**src/rtl/jt9346_host.sv**
```systemverilog
// Serial host for 93C46/93C06-style EEPROMs: one command per handshake,
// emits the scs/sclk/sdi frame, collects read data and polls ready/busy.
module jt9346_host #(
  parameter int AW    = 6,
  parameter int CW    = AW,
  parameter int DW    = 16,
  parameter int DIV   = 4,
  parameter int CSGAP = 4,
  parameter int TOUT  = 20'hFFFFF
) (
  input  logic          clk,
  input  logic          rst,
  input  logic          cmd_valid,
  output logic          cmd_ready,
  input  logic [2:0]    cmd_op,
  input  logic [AW-1:0] cmd_addr,
  input  logic [DW-1:0] cmd_din,
  output logic [DW-1:0] rd_data,
  output logic          done,
  output logic          err,
  output logic          sclk,
  output logic          sdi,
  output logic          scs,
  input  logic          sdo
);

  // state | meaning
  // IDLE  | waiting for a command
  // SETUP | scs high, CSGAP wait before the first bit
  // SHIFT | dummy, start, opcode, address and optional data bits
  // RDIN  | DW+1 read pulses, sdo captured before each rising edge
  // GAP   | scs low CSGAP cycles after the frame
  // POLL  | scs high, waiting for sdo=1 or timeout
  // FIN   | deselected; done pulses on the following cycle
  typedef enum logic [2:0] {
    S_IDLE, S_SETUP, S_SHIFT, S_RDIN, S_GAP, S_POLL, S_FIN
  } state_t;

  localparam logic [2:0] OP_READ  = 3'd0;
  localparam logic [2:0] OP_WRITE = 3'd1;
  localparam logic [2:0] OP_ERASE = 3'd2;
  localparam logic [2:0] OP_EWEN  = 3'd3;
  localparam logic [2:0] OP_EWDS  = 3'd4;
  localparam logic [2:0] OP_ERAL  = 3'd5;
  localparam logic [2:0] OP_WRAL  = 3'd6;
  localparam logic [2:0] OP_RSVD  = 3'd7;

  localparam int FW  = 4 + CW + DW;
  localparam int BCW = $clog2(FW + 1);
  localparam int DVW = $clog2(DIV + 1);
  localparam int TMX = (TOUT > CSGAP) ? TOUT : CSGAP;
  localparam int TW  = $clog2(TMX + 1);

  state_t          state_q, state_d;
  logic [2:0]      op_q, op_d;
  logic [FW-1:0]   sh_q, sh_d;
  logic [BCW-1:0]  bit_q, bit_d;
  logic [DVW-1:0]  div_q, div_d;
  logic [TW-1:0]   tmr_q, tmr_d;
  logic [DW-1:0]   rd_sh_q, rd_sh_d;
  logic [DW-1:0]   rd_data_q, rd_data_d;
  logic            err_q, err_d;
  logic            done_q, done_d;
  logic            sclk_q, sclk_d;
  logic            sdi_q, sdi_d;
  logic            scs_q, scs_d;

  logic [CW-1:0]   afield;
  logic [1:0]      opc;
  logic [DW-1:0]   dfield;
  logic            has_data, is_prog;

  assign has_data = (op_q == OP_WRITE) || (op_q == OP_WRAL);
  assign is_prog  = has_data || (op_q == OP_ERASE) || (op_q == OP_ERAL);

  // Extended ops put their sub-code in the top two address-field bits.
  always_comb begin
    afield = CW'(cmd_addr);
    opc    = 2'b00;
    dfield = '0;
    case (cmd_op)
      OP_READ:  opc = 2'b10;
      OP_WRITE: begin opc = 2'b01; dfield = cmd_din; end
      OP_ERASE: opc = 2'b11;
      OP_EWEN:  begin afield = '0; afield[CW-1 -: 2] = 2'b11; end
      OP_EWDS:  afield = '0;
      OP_ERAL:  begin afield = '0; afield[CW-1 -: 2] = 2'b10; end
      OP_WRAL:  begin afield = '0; afield[CW-1 -: 2] = 2'b01; dfield = cmd_din; end
      default:  ;
    endcase
  end

  always_comb begin
    state_d   = state_q;
    op_d      = op_q;
    sh_d      = sh_q;
    bit_d     = bit_q;
    div_d     = div_q;
    tmr_d     = tmr_q;
    rd_sh_d   = rd_sh_q;
    rd_data_d = rd_data_q;
    err_d     = err_q;
    sclk_d    = sclk_q;
    sdi_d     = sdi_q;
    scs_d     = scs_q;
    done_d    = (state_q == S_FIN);
    case (state_q)
      S_IDLE: begin
        if (cmd_valid && cmd_ready) begin
          op_d  = cmd_op;
          err_d = 1'b0;
          sh_d  = {2'b01, opc, afield, dfield};
          if (cmd_op == OP_RSVD) begin
            err_d   = 1'b1;
            state_d = S_FIN;
          end else begin
            scs_d   = 1'b1;
            tmr_d   = TW'(CSGAP - 1);
            state_d = S_SETUP;
          end
        end
      end
      S_SETUP: begin
        if (tmr_q != '0) begin
          tmr_d = tmr_q - TW'(1);
        end else begin
          state_d = S_SHIFT;
          bit_d   = has_data ? BCW'(FW - 1) : BCW'(FW - DW - 1);
          sdi_d   = sh_q[FW-1];
          sh_d    = sh_q << 1;
          div_d   = DVW'(DIV - 1);
        end
      end
      S_SHIFT: begin
        if (div_q != '0) begin
          div_d = div_q - DVW'(1);
        end else begin
          div_d = DVW'(DIV - 1);
          if (!sclk_q) begin
            sclk_d = 1'b1;
          end else if (bit_q != '0) begin
            bit_d  = bit_q - BCW'(1);
            sclk_d = 1'b0;
            sdi_d  = sh_q[FW-1];
            sh_d   = sh_q << 1;
          end else begin
            sclk_d = 1'b0;
            sdi_d  = 1'b0;
            if (op_q == OP_READ) begin
              state_d = S_RDIN;
              bit_d   = BCW'(DW);
            end else begin
              state_d = S_GAP;
              scs_d   = 1'b0;
              tmr_d   = TW'(CSGAP - 1);
            end
          end
        end
      end
      S_RDIN: begin
        if (div_q != '0) begin
          div_d = div_q - DVW'(1);
        end else begin
          div_d = DVW'(DIV - 1);
          if (!sclk_q) begin
            sclk_d = 1'b1;
            // first pulse carries the chip's dummy 0
            if (bit_q == BCW'(DW)) begin
              if (sdo) err_d = 1'b1;
            end else begin
              rd_sh_d = {rd_sh_q[DW-2:0], sdo};
            end
          end else if (bit_q != '0) begin
            bit_d  = bit_q - BCW'(1);
            sclk_d = 1'b0;
          end else begin
            sclk_d  = 1'b0;
            scs_d   = 1'b0;
            state_d = S_FIN;
          end
        end
      end
      S_GAP: begin
        if (tmr_q != '0) begin
          tmr_d = tmr_q - TW'(1);
        end else if (is_prog) begin
          state_d = S_POLL;
          scs_d   = 1'b1;
          tmr_d   = TW'(TOUT - 2);
        end else begin
          state_d = S_FIN;
        end
      end
      S_POLL: begin
        // TOUT counts from scs rise to the done pulse
        if (sdo) begin
          state_d = S_FIN;
          scs_d   = 1'b0;
        end else if (tmr_q == '0) begin
          state_d = S_FIN;
          scs_d   = 1'b0;
          err_d   = 1'b1;
        end else begin
          tmr_d = tmr_q - TW'(1);
        end
      end
      S_FIN: begin
        state_d = S_IDLE;
        scs_d   = 1'b0;
        sclk_d  = 1'b0;
        sdi_d   = 1'b0;
        if (op_q == OP_READ) rd_data_d = rd_sh_q;
      end
      default: state_d = S_IDLE;
    endcase
  end

  always_ff @(posedge clk or posedge rst) begin
    if (rst) begin
      state_q   <= S_IDLE;
      op_q      <= OP_READ;
      sh_q      <= '0;
      bit_q     <= '0;
      div_q     <= '0;
      tmr_q     <= '0;
      rd_sh_q   <= '0;
      rd_data_q <= '1;
      err_q     <= 1'b0;
      done_q    <= 1'b0;
      sclk_q    <= 1'b0;
      sdi_q     <= 1'b0;
      scs_q     <= 1'b0;
    end else begin
      state_q   <= state_d;
      op_q      <= op_d;
      sh_q      <= sh_d;
      bit_q     <= bit_d;
      div_q     <= div_d;
      tmr_q     <= tmr_d;
      rd_sh_q   <= rd_sh_d;
      rd_data_q <= rd_data_d;
      err_q     <= err_d;
      done_q    <= done_d;
      sclk_q    <= sclk_d;
      sdi_q     <= sdi_d;
      scs_q     <= scs_d;
    end
  end

  assign cmd_ready = (state_q == S_IDLE) && !done_q;
  assign rd_data   = rd_data_q;
  assign done      = done_q;
  assign err       = err_q & done_q;
  assign sclk      = sclk_q;
  assign sdi       = sdi_q;
  assign scs       = scs_q;

endmodule

```
**config.mk**
```make
export PLATFORM = sky130hd
export DESIGN_NAME = jt9346_host
export DESIGN_NICKNAME = d
export VERILOG_FILES = /design/src/rtl/jt9346_host.sv
export SDC_FILE = /design/constraint.sdc
export NUM_CORES = 1
export LEC_CHECK = 0
export CAP_MARGIN = 5
export CORE_ASPECT_RATIO = 0.9
export CORE_UTILIZATION = 41
export CTS_BUF_LIST = sky130_fd_sc_hd__clkbuf_16
export DETAILED_ROUTE_END_ITERATION = 8
export HOLD_SLACK_MARGIN = 0.1
export PLACE_DENSITY = 0.58
export SLEW_MARGIN = 25
export SYNTH_ARGS = -nofsm -noshare
export SYNTH_HDL_FRONTEND = slang
export SYNTH_SLANG_ARGS = --single-unit
```
**constraint.sdc**
```tcl
create_clock -name clk -period 6.69 [get_ports clk]
set_clock_uncertainty 0.2 [all_clocks]
set_input_delay 1.338 -clock clk [delete_from_list [all_inputs] [get_ports clk]]
set_output_delay 1.338 -clock clk [all_outputs]
set_load 0.05 [all_outputs]
```
After elaboration in Yosys (flattened, before gate mapping)
Index checks and enable logic that the tools add are counted.
W data, S select, Z words.
- flip-flop bits (word level): 97
- bits of input ports: 29
- output and inout port bits: 22
- word-level logic and storage cells: 178
- $add $sub $neg: 3
- equality and inequality tests: 43
- muxes and demuxes: 80
- bitwise logic cells: 4
- reductions and logical operators: 35
- operators by type and width (operator ; number):
    $mux W20 ; 11
    $mux W26 ; 5
    $pmux W20 S5 ; 1
    $pmux W26 S3 ; 1
    $mux W3 ; 15
    $mux W5 ; 9
    $ne A2 B2 Y1 const B ; 22
    $eq A3 B3 Y1 const B ; 9
    $mux W1 ; 27
    $pmux W6 S4 ; 1
    $logic_not A20 Y1 ; 1
    $reduce_bool A20 Y1 ; 1
    $sub A20 B1 Y20 const B ; 1
    $pmux W3 S6 ; 1
    $mux W16 ; 1
    $reduce_and A8 Y1 ; 2
    $eq A3 B2 Y1 const B ; 5
    $pmux W5 S3 ; 1
    $reduce_bool A3 Y1 ; 5
    $reduce_and A13 Y1 ; 1
    $reduce_and A11 Y1 ; 1
    $reduce_and A10 Y1 ; 1
    $reduce_bool A5 Y1 ; 2
    $eq A3 B1 Y1 const B ; 3
    other kinds (22) ; 38

Depth between registers and ports, before layout
Gate-level depths: netlist of run 1.
- depth after elaboration: 7
- mapped depth: 10
- gate-level depth less buffers: 8

Worst setup path before layout of run 1
Ideal clock, no wire load.
- path type: register -> output
- start point: register state_q[2]
- end point: output cmd_ready
- data arrival time: 2.379 ns
- required time: 5.152 ns
- path slack: 2.773 ns
- cell stages (with the launch flop): 4
- path buffers: 2
- cell sequence: dfrtp_1 clkbuf_1 buf_1 nor4_1
- longest elaborated chain between the ends: 2
- ends and longest elaborated chain (item ; RTL line ; source):
    start, declared ; 54 ; state_t state_q, state_d;
    start signal, assigned ; 234 ; state_q <= state_d;
    $logic_not A3 Y1 ; 250 ; assign cmd_ready = (state_q == S_IDLE) && !done_q;
    $logic_and A1 B1 Y1 ; 250 ;
    end, declared ; 14 ; output logic cmd_ready,
Every way passes these cells.

Final worst setup path of run 1
Ends and elaborated chain as after synthesis.

==> results of run 1 <==
-- power groups by stage --
stage	Clock [W]	Sequential [W]	Combinational, W
finish	0.000570	0.000941	0.00144
floorplan	0	0.000958	0.00118
CTS	0.000585	0.000938	0.00145
detailed placement	0	0.000946	0.00144
global placement	0	0.000942	0.00140
global route	0.000614	0.000969	0.00162
-- registers in the layout (all words and copies together), names as in the netlist, 3 cells and up --
| name | count |
|---|---|
| bit_q | 5 |
| div_q | 3 |
| op_q | 3 |
| rd_data | 16 |
| state_q | 3 |
| tmr_q | 20 |
| sh_q | 26 |
| rd_sh_q | 16 |
-- cells by family (layout without fill, tap and decap cells) --
family,after synthesis,count (layout),synth area share
compound gates,174,174,0.220
simple gates,157,157,0.153
flops,97,97,0.479
buf+inv,52,91,0.0499
mux,36,36,0.0793
fa+ha+maj,5,5,0.0122
xor+xnor,4,4,0.00685
-- worst register-to-register path: stages, from the launching register on --
cell,delay (ns)
sky130_fd_sc_hd__dfrtp_1,0.44
sky130_fd_sc_hd__nor4_1,0.69
sky130_fd_sc_hd__nand4_1,0.38
sky130_fd_sc_hd__nor2_8,0.28
sky130_fd_sc_hd__a211o_4,0.39
sky130_fd_sc_hd__mux2_1,0.38
-- worst min path at each step --
stage                                 start           endpoint  slack [ns]  cells past startpoint
after global routing      err_q$_DFFE_PP0P_  err_q$_DFFE_PP0P_        0.34                      1
after global placement    err_q$_DFFE_PP0P_  err_q$_DFFE_PP0P_        0.27                      1
final                       sdi$_DFFE_PP0P_    sdi$_DFFE_PP0P_        0.30                      1
after CTS                 err_q$_DFFE_PP0P_  err_q$_DFFE_PP0P_        0.30                      1
after floorplan           err_q$_DFFE_PP0P_  err_q$_DFFE_PP0P_        0.26                      1
after detailed placement  err_q$_DFFE_PP0P_  err_q$_DFFE_PP0P_        0.28                      1
-- metal layers --
metal,global-route usage,vias up,part of all wire
li1,-,1974,-
met1,0.239,2009,0.47
met2,0.298,70,0.48
met3,0.0517,8,0.039
met4,0.0482,0,0.0081
met5,0,-,0
-- cell usage in the layout, fill, tap and decap left out, types with 2 or more instances in the layout --
| master | synthesis | final |
|---|---|---|
| sky130_fd_sc_hd__dfrtp_1 | 81 | 81 |
| sky130_fd_sc_hd__nor2_1 | 63 | 62 |
| sky130_fd_sc_hd__a21oi_1 | 60 | 59 |
| sky130_fd_sc_hd__clkdlybuf4s50_1 | 0 | 50 |
| sky130_fd_sc_hd__mux2_2 | 33 | 33 |
| sky130_fd_sc_hd__o21ai_0 | 28 | 27 |
| sky130_fd_sc_hd__nand2_1 | 23 | 23 |
| sky130_fd_sc_hd__a22oi_1 | 19 | 19 |
| sky130_fd_sc_hd__inv_1 | 18 | 17 |
| sky130_fd_sc_hd__nor3_1 | 16 | 16 |
| sky130_fd_sc_hd__dfstp_2 | 16 | 16 |
| sky130_fd_sc_hd__o22a_1 | 13 | 13 |
| sky130_fd_sc_hd__nand2b_1 | 9 | 9 |
| sky130_fd_sc_hd__nand3_1 | 9 | 9 |
| sky130_fd_sc_hd__o21ai_1 | 8 | 9 |
| sky130_fd_sc_hd__clkbuf_16 | 0 | 9 |
| sky130_fd_sc_hd__a31oi_1 | 8 | 8 |
| sky130_fd_sc_hd__nor2b_1 | 7 | 7 |
| sky130_fd_sc_hd__buf_4 | 2 | 7 |
| sky130_fd_sc_hd__a21oi_2 | 5 | 6 |
| sky130_fd_sc_hd__nor4_1 | 5 | 5 |
| sky130_fd_sc_hd__and2_1 | 5 | 5 |
| sky130_fd_sc_hd__ha_1 | 5 | 5 |
| sky130_fd_sc_hd__xnor2_1 | 4 | 4 |
| sky130_fd_sc_hd__a21o_1 | 4 | 4 |
| sky130_fd_sc_hd__nand4_1 | 3 | 3 |
| sky130_fd_sc_hd__o311ai_0 | 3 | 3 |
| sky130_fd_sc_hd__mux2_1 | 3 | 3 |
| sky130_fd_sc_hd__inv_6 | 0 | 3 |
| sky130_fd_sc_hd__nor3_2 | 2 | 2 |
| sky130_fd_sc_hd__a221oi_1 | 2 | 2 |
| sky130_fd_sc_hd__a21boi_0 | 2 | 2 |
| sky130_fd_sc_hd__or2_2 | 2 | 2 |
| sky130_fd_sc_hd__a211oi_1 | 2 | 2 |
| sky130_fd_sc_hd__o22ai_1 | 2 | 2 |
| sky130_fd_sc_hd__and3_1 | 2 | 2 |
| sky130_fd_sc_hd__or3_1 | 2 | 2 |
| sky130_fd_sc_hd__o221ai_1 | 2 | 2 |
| sky130_fd_sc_hd__o21ba_1 | 2 | 2 |
| sky130_fd_sc_hd__bufinv_16 | 0 | 2 |
-- metrics by stage --
stage           util  hold WS [ns]  std cells
2_1_floorplan      -         0.256        525
4_1_cts        0.496         0.305        724
3_3_place_gp   0.469         0.273        708
5_1_grt        0.496         0.336        724
3_5_place_dp   0.469         0.283        708
6_report       0.496         0.297        724
-- cell type report --
cell class / count / area [um^2]
Clock buffer: 9 / 225
Clock inverter: 7 / 98.8
Fill cell: 1129 / 6110
Inverter: 18 / 70.1
Multi-Input combinational cell: 376 / 2420
Sequential cell: 97 / 2450
Tap cell: 160 / 200
Timing Repair Buffer: 57 / 553
==> summary.md, run 1 <==
| Metric | Value |
|---|---|
| Outcome | `finished, final reports clean` |
| Biggest cell delay along the critical path | `approximately 0.9 ns` |
| Clock latency reported for the late side of the worst-skew pair | `approximately 0.36 ns` |
| End point of the critical path | `cmd_ready` |
| Post-place instance area | `5690 um^2` |
| Root cell of the clock tree | `sky130_fd_sc_hd__clkbuf_16` |
| Worst min-delay path category | `reg2reg` |
| Worst r2r path cells | `5` |
| Half-perimeter wire length after placement | `a little over 7 mm` |
| Maximum clock frequency | `261 MHz` |
| Number of remaining DRC errors | `0` |
| Largest voltage drop on the vdd net | `approximately 0.22 mV` |
| Worst Slack Setup Final | `about 2.9 ns` |
| FFs w/ async S/R, synth | `1.00` |
| Number of cells on the critical path | `3` |
| Final worst path period need | `3.83 ns` |
| Cell accounting for the most synthesized area | `sky130_fd_sc_hd__dfrtp_1` |
| Number of max-cap violations | `0` |
| Final Hold Fails | `0` |
| Worst-path cell with the longest stage delay | `sky130_fd_sc_hd__clkdlybuf4s50_1` |
| List of cells traversed by the critical path | `buf_4 -> nor4_1 -> clkdlybuf4s50_1` |
| Total buffers and inverters traversed by the critical path | `2` |
| Number of port buffers | `50` |
| Number of instances in the synthesized netlist | `525` |
| Mean post-synth cell area | `9.74 um^2` |
| Number of nets in the finished design | `593` |
| Endpoint of the lowest-slack register-to-register path | `tmr_q[1]$_DFFE_PP0P_` |
| Antenna-violating nets left | `0` |
| Number of library cell types mapped by synthesis | `between 60 and 70` |
| Ys flop type | `sky130_fd_sc_hd__dfrtp_1` |
| Fraction of power consumed by sequential logic | `0.319` |
| Maximum number of pins on one net before global-route repair | `62` |
| Syn Nets | `559` |
| Vias in the first global route | `3,853` |
| Post-layout total power | `0.00295 W` |
| TritonRoute pass-1 iters | `5` |
| Via count normalized by instance count | `around 5.6` |
| Area added between synthesis and finish | `17.6%` |
| Clock power frac | `0.193` |
| Internal power | `between 0.0015 and 0.002 W` |
| Antenna violations before repair | `0` |
| Setup slack after placement | `between 2 and 3 ns` |
| Total CTS buffers | `9` |
| Final design instance area without fill | `6010 um^2` |
| Switching Fraction | `0.437` |
| Final TNS setup | `0 ns` |
| Clock buffer depth | `2` |
| Sum of overflow across all layers after global routing | `0` |
| Post-CTS Setup Repair Bufs | `0` |
| Delay-heaviest family, CP | `buffers and inverters` |
| Power density normalized to cell area | `491 nW/um^2` |
| Leak Pwr | `2.58 nW` |
| Library cell with the highest instance count after synthesis | `sky130_fd_sc_hd__dfrtp_1` |
| Clock slew at reported path FFs | `0.07 ns` |
| Max-slew violation count | `0` |
| Kind of end point of the critical path | `output port` |
| Yosys reg bits | `97` |
| DRT iter0 DRCs | `206` |
| RSZ-0062 raised after global routing | `false` |
| Setup violation total in the final timing report | `0` |
| Count of pins on the block boundary | `51` |
| Kind of critical path | `reg2out` |
| Count of hold-fix buffers inserted at cts | `0` |
| Area share of the largest cell type after synthesis | `0.396` |
| Worst-path maximum fanout | `30` |
| Synth cell count leaders | `sky130_fd_sc_hd__dfrtp_1, sky130_fd_sc_hd__nor2_1, sky130_fd_sc_hd__a21oi_1` |
| Startpoint of the lowest-slack register-to-register path | `tmr_q[6]$_DFFE_PP0P_` |
| Starting density of the core | `0.422` |
| Number of levels the H-tree was split into | `3` |
| Share of the clock period used by the worst path after layout | `0.573` |
| R2R setup slack | `3.80 ns` |
| Slew margin rel. | `0.379` |
| Share of power burned in combinational logic | `0.488` |
| Total of warnings raised by yosys | `0` |
| Clock tree from TritonCTS | `done` |
| Routability-driven placement congestion ratio | `0.849` |
| Sequential fraction of the synthesis area | `0.479` |
| All-Layer GR Usage | `0.183` |
| First-pass GRT wire length | `18.7 mm` |
| Fraction of final layout cells with drive strength greater than 1 | `0.163` |
| Overall via count from detail_route | `about 4,100` |
| Detailed-route wire length | `approximately 11 mm` |
| Number of enable flip-flop cells after synthesis | `0` |
| Setup crit start | `state_q[2]$_DFFE_PP0P_` |
| Die width | `120 um` |
| Largest cells by area after synthesis | `sky130_fd_sc_hd__dfrtp_1, sky130_fd_sc_hd__dfstp_2, sky130_fd_sc_hd__mux2_2` |
| Critical Path RT | `5.15 ns` |
| Area of the placeable core | `12,100 um^2` |
| Crit path launch type | `flop` |
| Tightest Pin Transition | `slightly above 0.9 ns` |
| Resized cells post-CTS | `0` |
| Diodes inserted | `0` |
| Total Die Area | `12,900 um^2` |
| Switching Power | `0.00129 W` |
| WP data arrival | `2.29 ns` |
| Cell row count | `38` |
| Synthesized cell area | `slightly above 5000 um^2` |
| Avg WL per Cell | `15.2 um` |
| Chip Height | `108 um` |
| Clock sink total | `97` |
Power figures use the tool's default switching activity.
==> run 2: changes to the inputs <==
==> constraint.sdc (replaced) <==
create_clock -name clk -period 3.8 [get_ports clk]
set_clock_uncertainty 0.2 [all_clocks]
set_input_delay 0.76 -clock clk [delete_from_list [all_inputs] [get_ports clk]]
set_output_delay 0.76 -clock clk [all_outputs]
set_load 0.05 [all_outputs]
==> run 2 against run 1 <==
  * Register-to-register slack worse by 2.9 ns
  * Die area stayed put
  * Core utilization is 0.052 points higher
  * Sequential share of layout area hardly changed
  * Cell area is 0.10% higher
  * Via count is 0.42% lower
  * Final cell count is 0.55% higher
  * Non-clock buffer count is 4 higher
  * Routed wire length is 0.15% higher
  * Sequential power is 75% higher
  * Clock-buffer cell count stayed put
  * Critical endpoint unchanged
  * Highest routed layer unchanged
==> summary.md, run 2 (synthesis results as in run 1) <==
| Metric | Value |
|---|---|
| Count of pins on the block boundary | `51 (unchanged)` |
| WP data arrival | `2.14 ns (-0.15 ns)` |
| Die width | `120 um (unchanged)` |
| Worst min-delay path category | `reg2reg` |
| TritonRoute pass-1 iters | `4 (-1)` |
| Sum of overflow across all layers after global routing | `0 (unchanged)` |
| Final TNS setup | `0 ns (unchanged)` |
| Antenna-violating nets left | `0 (unchanged)` |
| Number of levels the H-tree was split into | `3 (unchanged)` |
| Setup violation total in the final timing report | `0 (unchanged)` |
| Overall via count from detail_route | `4,044 (-0.42%)` |
| Biggest cell delay along the critical path | `0.91 ns (about the same)` |
| Max-slew violation count | `0 (unchanged)` |
| Routability-driven placement congestion ratio | `0.833 (-1.9%)` |
| Maximum number of pins on one net before global-route repair | `53 (-15%)` |
| Number of remaining DRC errors | `0 (unchanged)` |
| Diodes inserted | `0 (unchanged)` |
| Detailed-route wire length | `11.0 mm (+0.15%)` |
| Switching Fraction | `0.447 (+0.0109)` |
| Outcome | `finished, final reports clean` |
| Largest voltage drop on the vdd net | `0.444 mV (+110%)` |
| Final Core Density | `0.496 (+0.000516)` |
| Worst Slack Setup Final | `0.695 ns (-2.16 ns)` |
| DRT iter0 DRCs | `253 (+23%)` |
| Via count normalized by instance count | `5.55 (-0.97%)` |
| Area added between synthesis and finish | `17.7%` |
| Crit path launch type | `flop` |
| Final worst path period need | `3.10 ns` |
| Fraction of final layout cells with drive strength greater than 1 | `0.167 (+0.00413)` |
| Number of port buffers | `50 (unchanged)` |
| First-pass GRT wire length | `18.8 mm (+0.37%)` |
| Critical Path RT | `2.84 ns (-2.31 ns)` |
| Resized cells post-CTS | `0 (unchanged)` |
| Biggest registers after layout | `sh_q (26), tmr_q (20)` |
| Slew margin rel. | `0.487 (+0.108)` |
| Maximum clock frequency | `322 MHz` |
| Total CTS buffers | `9 (unchanged)` |
| Cell row count | `38 (unchanged)` |
| Final Hold Fails | `0 (unchanged)` |
| Root cell of the clock tree | `sky130_fd_sc_hd__clkbuf_16` |
| List of cells traversed by the critical path | `nor4_1 -> clkdlybuf4s50_1` |
| Clock sink total | `97 (unchanged)` |
| Most common cell after layout, fill and taps aside | `sky130_fd_sc_hd__dfrtp_1` |
| Clock power frac | `0.174 (-0.019)` |
| Vias in the first global route | `3,822 (-0.80%)` |
| Post-layout total power | `0.00513 W (+74%)` |
| All-Layer GR Usage | `0.185 (+0.00212)` |
| Worst hold slack | `0.282 ns (-0.0148 ns)` |
| Setup slack after placement | `0.494 ns (-2.30 ns)` |
| Total buffers and inverters traversed by the critical path | `1 (-1)` |
| Post-CTS Setup Repair Bufs | `0 (unchanged)` |
| Register containing the most flip-flops in the final layout | `sh_q` |
| Leak Pwr | `2.59 nW (+0.43%)` |
| Kind of critical path | `reg2out` |
| Kind of end point of the critical path | `output port` |
| Chip Height | `108 um (unchanged)` |
| Number of max-cap violations | `0 (unchanged)` |
| Number of nets in the finished design | `597 (+0.67%)` |
| Fraction of power consumed by sequential logic | `0.322 (+0.003)` |
| Number of flip-flops under the largest register name | `26 (unchanged)` |
| Total Die Area | `12,900 um^2 (unchanged)` |
| Starting density of the core | `0.422 (unchanged)` |
| Count of hold-fix buffers inserted at cts | `0 (unchanged)` |
| Leading cell types in the layout, fill and taps excluded | `sky130_fd_sc_hd__dfrtp_1, sky130_fd_sc_hd__nor2_1, sky130_fd_sc_hd__a21oi_1` |
| Clock tree from TritonCTS | `done` |
| RSZ-0062 raised after global routing | `false` |
| Clock buffer depth | `2 (unchanged)` |
| Clock latency reported for the late side of the worst-skew pair | `0.35 ns (about the same)` |
| Power density normalized to cell area | `852 nW/um^2 (+73%)` |
| Count of filler cells inserted in the layout | `1,142 (+1.2%)` |
| Delay-heaviest family, CP | `buffers and inverters` |
| Avg WL per Cell | `15.1 um (-0.40%)` |
| Antenna violations before repair | `0 (unchanged)` |
| Half-perimeter wire length after placement | `7.44 mm (+3.2%)` |
| Worst-path cell with the longest stage delay | `sky130_fd_sc_hd__clkdlybuf4s50_1` |
| Clock slew at reported path FFs | `0.07 ns (about the same)` |
| Internal power | `0.00283 W (+70%)` |
| Tightest Pin Transition | `0.770 ns (-0.160 ns)` |
| Area of the placeable core | `12,100 um^2 (unchanged)` |
| Switching Power | `0.00229 W (+78%)` |
| Share of the clock period used by the worst path after layout | `0.817` |
| Worst-path maximum fanout | `5 (-83%)` |
| Share of power burned in combinational logic | `0.504 (+0.016)` |
-- run 2: per-stage QoR --
step / area [um^2] / instances
6_report: 6020 / 728
5_1_grt: 6020 / 728
4_1_cts: 6020 / 728
3_5_place_dp: 5730 / 712
3_3_place_gp: 5730 / 712
2_1_floorplan: 5110 / 525
-- run 2: worst paths after layout --
check                                     start                endpoint  slack [ns]  cells after the start
setup / recovery                 done$_DFF_PP0_               cmd_ready        0.70                      2
min in group asynchronous                   rst  rd_sh_q[3]$_DFFE_PP0P_        0.62                      2
setup reg to reg           tmr_q[6]$_DFFE_PP0P_   tmr_q[13]$_DFFE_PP0P_        0.93                      6
max in group asynchronous                   rst   tmr_q[18]$_DFFE_PP0P_        2.10                      3
hold reg to reg                 sdi$_DFFE_PP0P_         sdi$_DFFE_PP0P_        0.28                      1
hold / removal                  sdi$_DFFE_PP0P_         sdi$_DFFE_PP0P_        0.28                      1
-- run 2: power by group through the flow --
stage | logic [W] | clock network (W) | registers, W
2_1_floorplan | 0.00207 | 0 | 0.00169
3_3_place_gp | 0.00252 | 0 | 0.00166
3_5_place_dp | 0.00258 | 0 | 0.00167
4_1_cts | 0.00259 | 0.000931 | 0.00165
5_1_grt | 0.00290 | 0.000975 | 0.00170
6_report | 0.00258 | 0.000893 | 0.00165
-- run 2: cell type report --
cell class                 instances  area, um^2  area share
clock buffer                       9         225      0.0374
tap                              160         200      0.0333
sequential                        97        2450       0.407
clock inverter                     7        66.3      0.0110
timing repair buffer              61         596      0.0990
inverter                          18        70.1      0.0116
multi-input combinational        376        2410       0.401
-- run 2: metal layers --
layer  routed length [um]  GRT usage
met1                 5290      0.254
met2                 5240      0.287
met5                    0          0
met4                  127     0.0580
met3                  362     0.0469
==> edit, RTL diff (flow settings as in run 2) <==
Change the parameter `AW` from 6 to 7.
--- a/src/rtl/jt9346_host.sv
+++ b/src/rtl/jt9346_host.sv
@@ -2,5 +2,5 @@
 // emits the scs/sclk/sdi frame, collects read data and polls ready/busy.
 module jt9346_host #(
-  parameter int AW    = 6,
+  parameter int AW    = 7,
   parameter int CW    = AW,
   parameter int DW    = 16,
Interface: changed (resized cmd_addr); port bits go from 51 to 52. No check against the original RTL was run, so the function may have changed too.
==> edit against run 2 <==
- core utilization is essentially flat
- setup slack worse by 0.20 ns
- maximum frequency shrank 6.2%
- sequential cell count grew 1
- routed wire length increased by 10%
- critical path depth rose by 1
- worst hold slack got worse by 0.022 ns
- critical endpoint unchanged
- design area grew 4.7%
- synthesized cell count decreased by 5.3%
- synthesized area up 4.4%
Power is not compared: it rests on default switching activity, and its combinational part moved more than twofold at a synthesized area within 25%.
==> edit: results (changes against run 2) <==
GRT
  – Global-route wire length before repair: 20,300 um (+8.0%)
  – Aggregate global-route resource usage: 0.195 (+0.0101)
  – Met1 Usage GRT: 0.274 (+0.0199)
  – Pin count of the biggest net entering global routing: 51 (-3.8%)
  – M2 GR Usage: 0.295 (+0.00840)
  – Number of global-route vias before repair: 3,983 (+4.2%)
  – Grt met3 use: 0.0566 (+0.00964)

Worst setup path
  – Critical path peak fanout: 3 (-2)
  – Reg-to-Reg Start: bit_q[0]$_DFFE_PP0P_
  – CP max stage delay: 0.89 ns (-0.02 ns)
  – Setup slack, reg-to-reg: 0.79 ns (-0.14 ns)
  – WP data arrival: 2.35 ns (+0.21 ns)
  – Crit path max-delay cell type: clkdlybuf4s50_1
  – R2R depth: 7 (+1)
  – Setup crit start: state_q[2]$_DFFE_PP0P_

Routing
  – Drt wl/cell: 17.2 um (+14%)
  – Via count: 4,079 (+0.87%)
  – Routed wire length: 12,200 um (+10%)
  – Detailed Route Iter0 Violations: 331 (+31%)
  – TritonRoute pass-1 iters: 5 (+1)

Synth
  – Complex-gate fraction of the synthesized area: 0.192 (-0.0278)
  – Post-Syn Nets: 532 (-4.8%)
  – Post-Synth Adder-Cell Area: 0.0117 (-0.000519)
  – Yosys cell types: 60 (-4.8%)
  – XOR/XNOR share of the synthesized area: 0.00820 (+0.00135)
  – Ys flop type: dfrtp_1
  – Multiplexer area fraction after synthesis: 0.151 (+0.0718)
  – Top post-synthesis cells by area: dfrtp_1 38%, mux2_2 9.5%, dfstp_2 7.9%
  – Synthesized flop and latch total: 98 (+1.0%)
  – Syn avg cell area: 10.7 um^2 (+10%)
  – List of most frequent post-synthesis cells: 82 x dfrtp_1, 45 x mux2_2, 31 x nand2_1
  – Register area share after synthesis: 0.463 (-0.0156)

Final layout
  – Inverters: 20 (+2)
  – Area occupied by multi-input gates: 2640 um^2 (+9.3%)
  – #MultiIn Comb: 344 (-8.5%)
  – # nets final: 573 (-4.0%)
  – Largest regs: sh_q: 27 flops, tmr_q: 20 flops
  – Buffers, non-clock: 65 (+6.6%)
  – Share of cells above drive strength 1: 0.225 (+0.0574)
  – Non-clk buf share: 0.0996 (+0.000682)
  – Fillcell total: 1,191 (+4.3%)
  – Sequential share of cell area: 0.392 (-0.0144)
  – Clock Network Area Fraction: 0.0447 (-0.00378)

Power
  – VDD IR-drop max: approximately 0.00034 V
  – P_clk: 886 uW
  – Pleak: 0.00283 uW

CTS
  – CTS resizes: 0 (unchanged)

Die
  – Row count: 39 (+2.6%)

Timing
  – Worst hold slack: 0.259 ns (-0.0224 ns)
  – Slew headroom: 0.415 (-0.0722)

Hold path
  – HP Class: register to register
  – HP Start: div_q[0]$_DFFE_PP0P_

Status
  – Status: finished, final reports clean

Place
  – Final GP Congestion: 0.831 (-0.16%)
  – Dpl cells: 691 (-2.9%)
  – DP Wirelength: 7980 um (+7.2%)
  – IO Port Bufs: 51 (+2.0%)
==> edit: stage by stage <==
step | worst slack [ns] | power [uW] | instance area [um^2]
global placement | 0.635 | 1160 | 6020
floorplan | 0.304 | 1110 | 5340
CTS | 0.515 | 2070 | 6300
global route | 0.424 | 2110 | 6300
detailed placement | 0.606 | 1160 | 6020
finish | 0.491 | 2030 | 6300
==> edit: worst paths after layout <==
kind / to
max: cmd_ready
min: div_q[0]$_DFFE_PP0P_
max reg2reg: tmr_q[1]$_DFFE_PP0P_
min reg2reg: div_q[0]$_DFFE_PP0P_
max in group asynchronous: sh_q[18]$_DFFE_PP0P_
min in group asynchronous: rd_sh_q[0]$_DFFE_PP0P_
==> edit: metal layers <==
| metal | up-vias | part of all wire |
|---|---|---|
| met4 | 0 | 0.0072 |
| li1 | 1933 | - |
| met3 | 8 | 0.056 |
| met5 | - | 0 |
| met2 | 115 | 0.45 |
| met1 | 2023 | 0.49 |
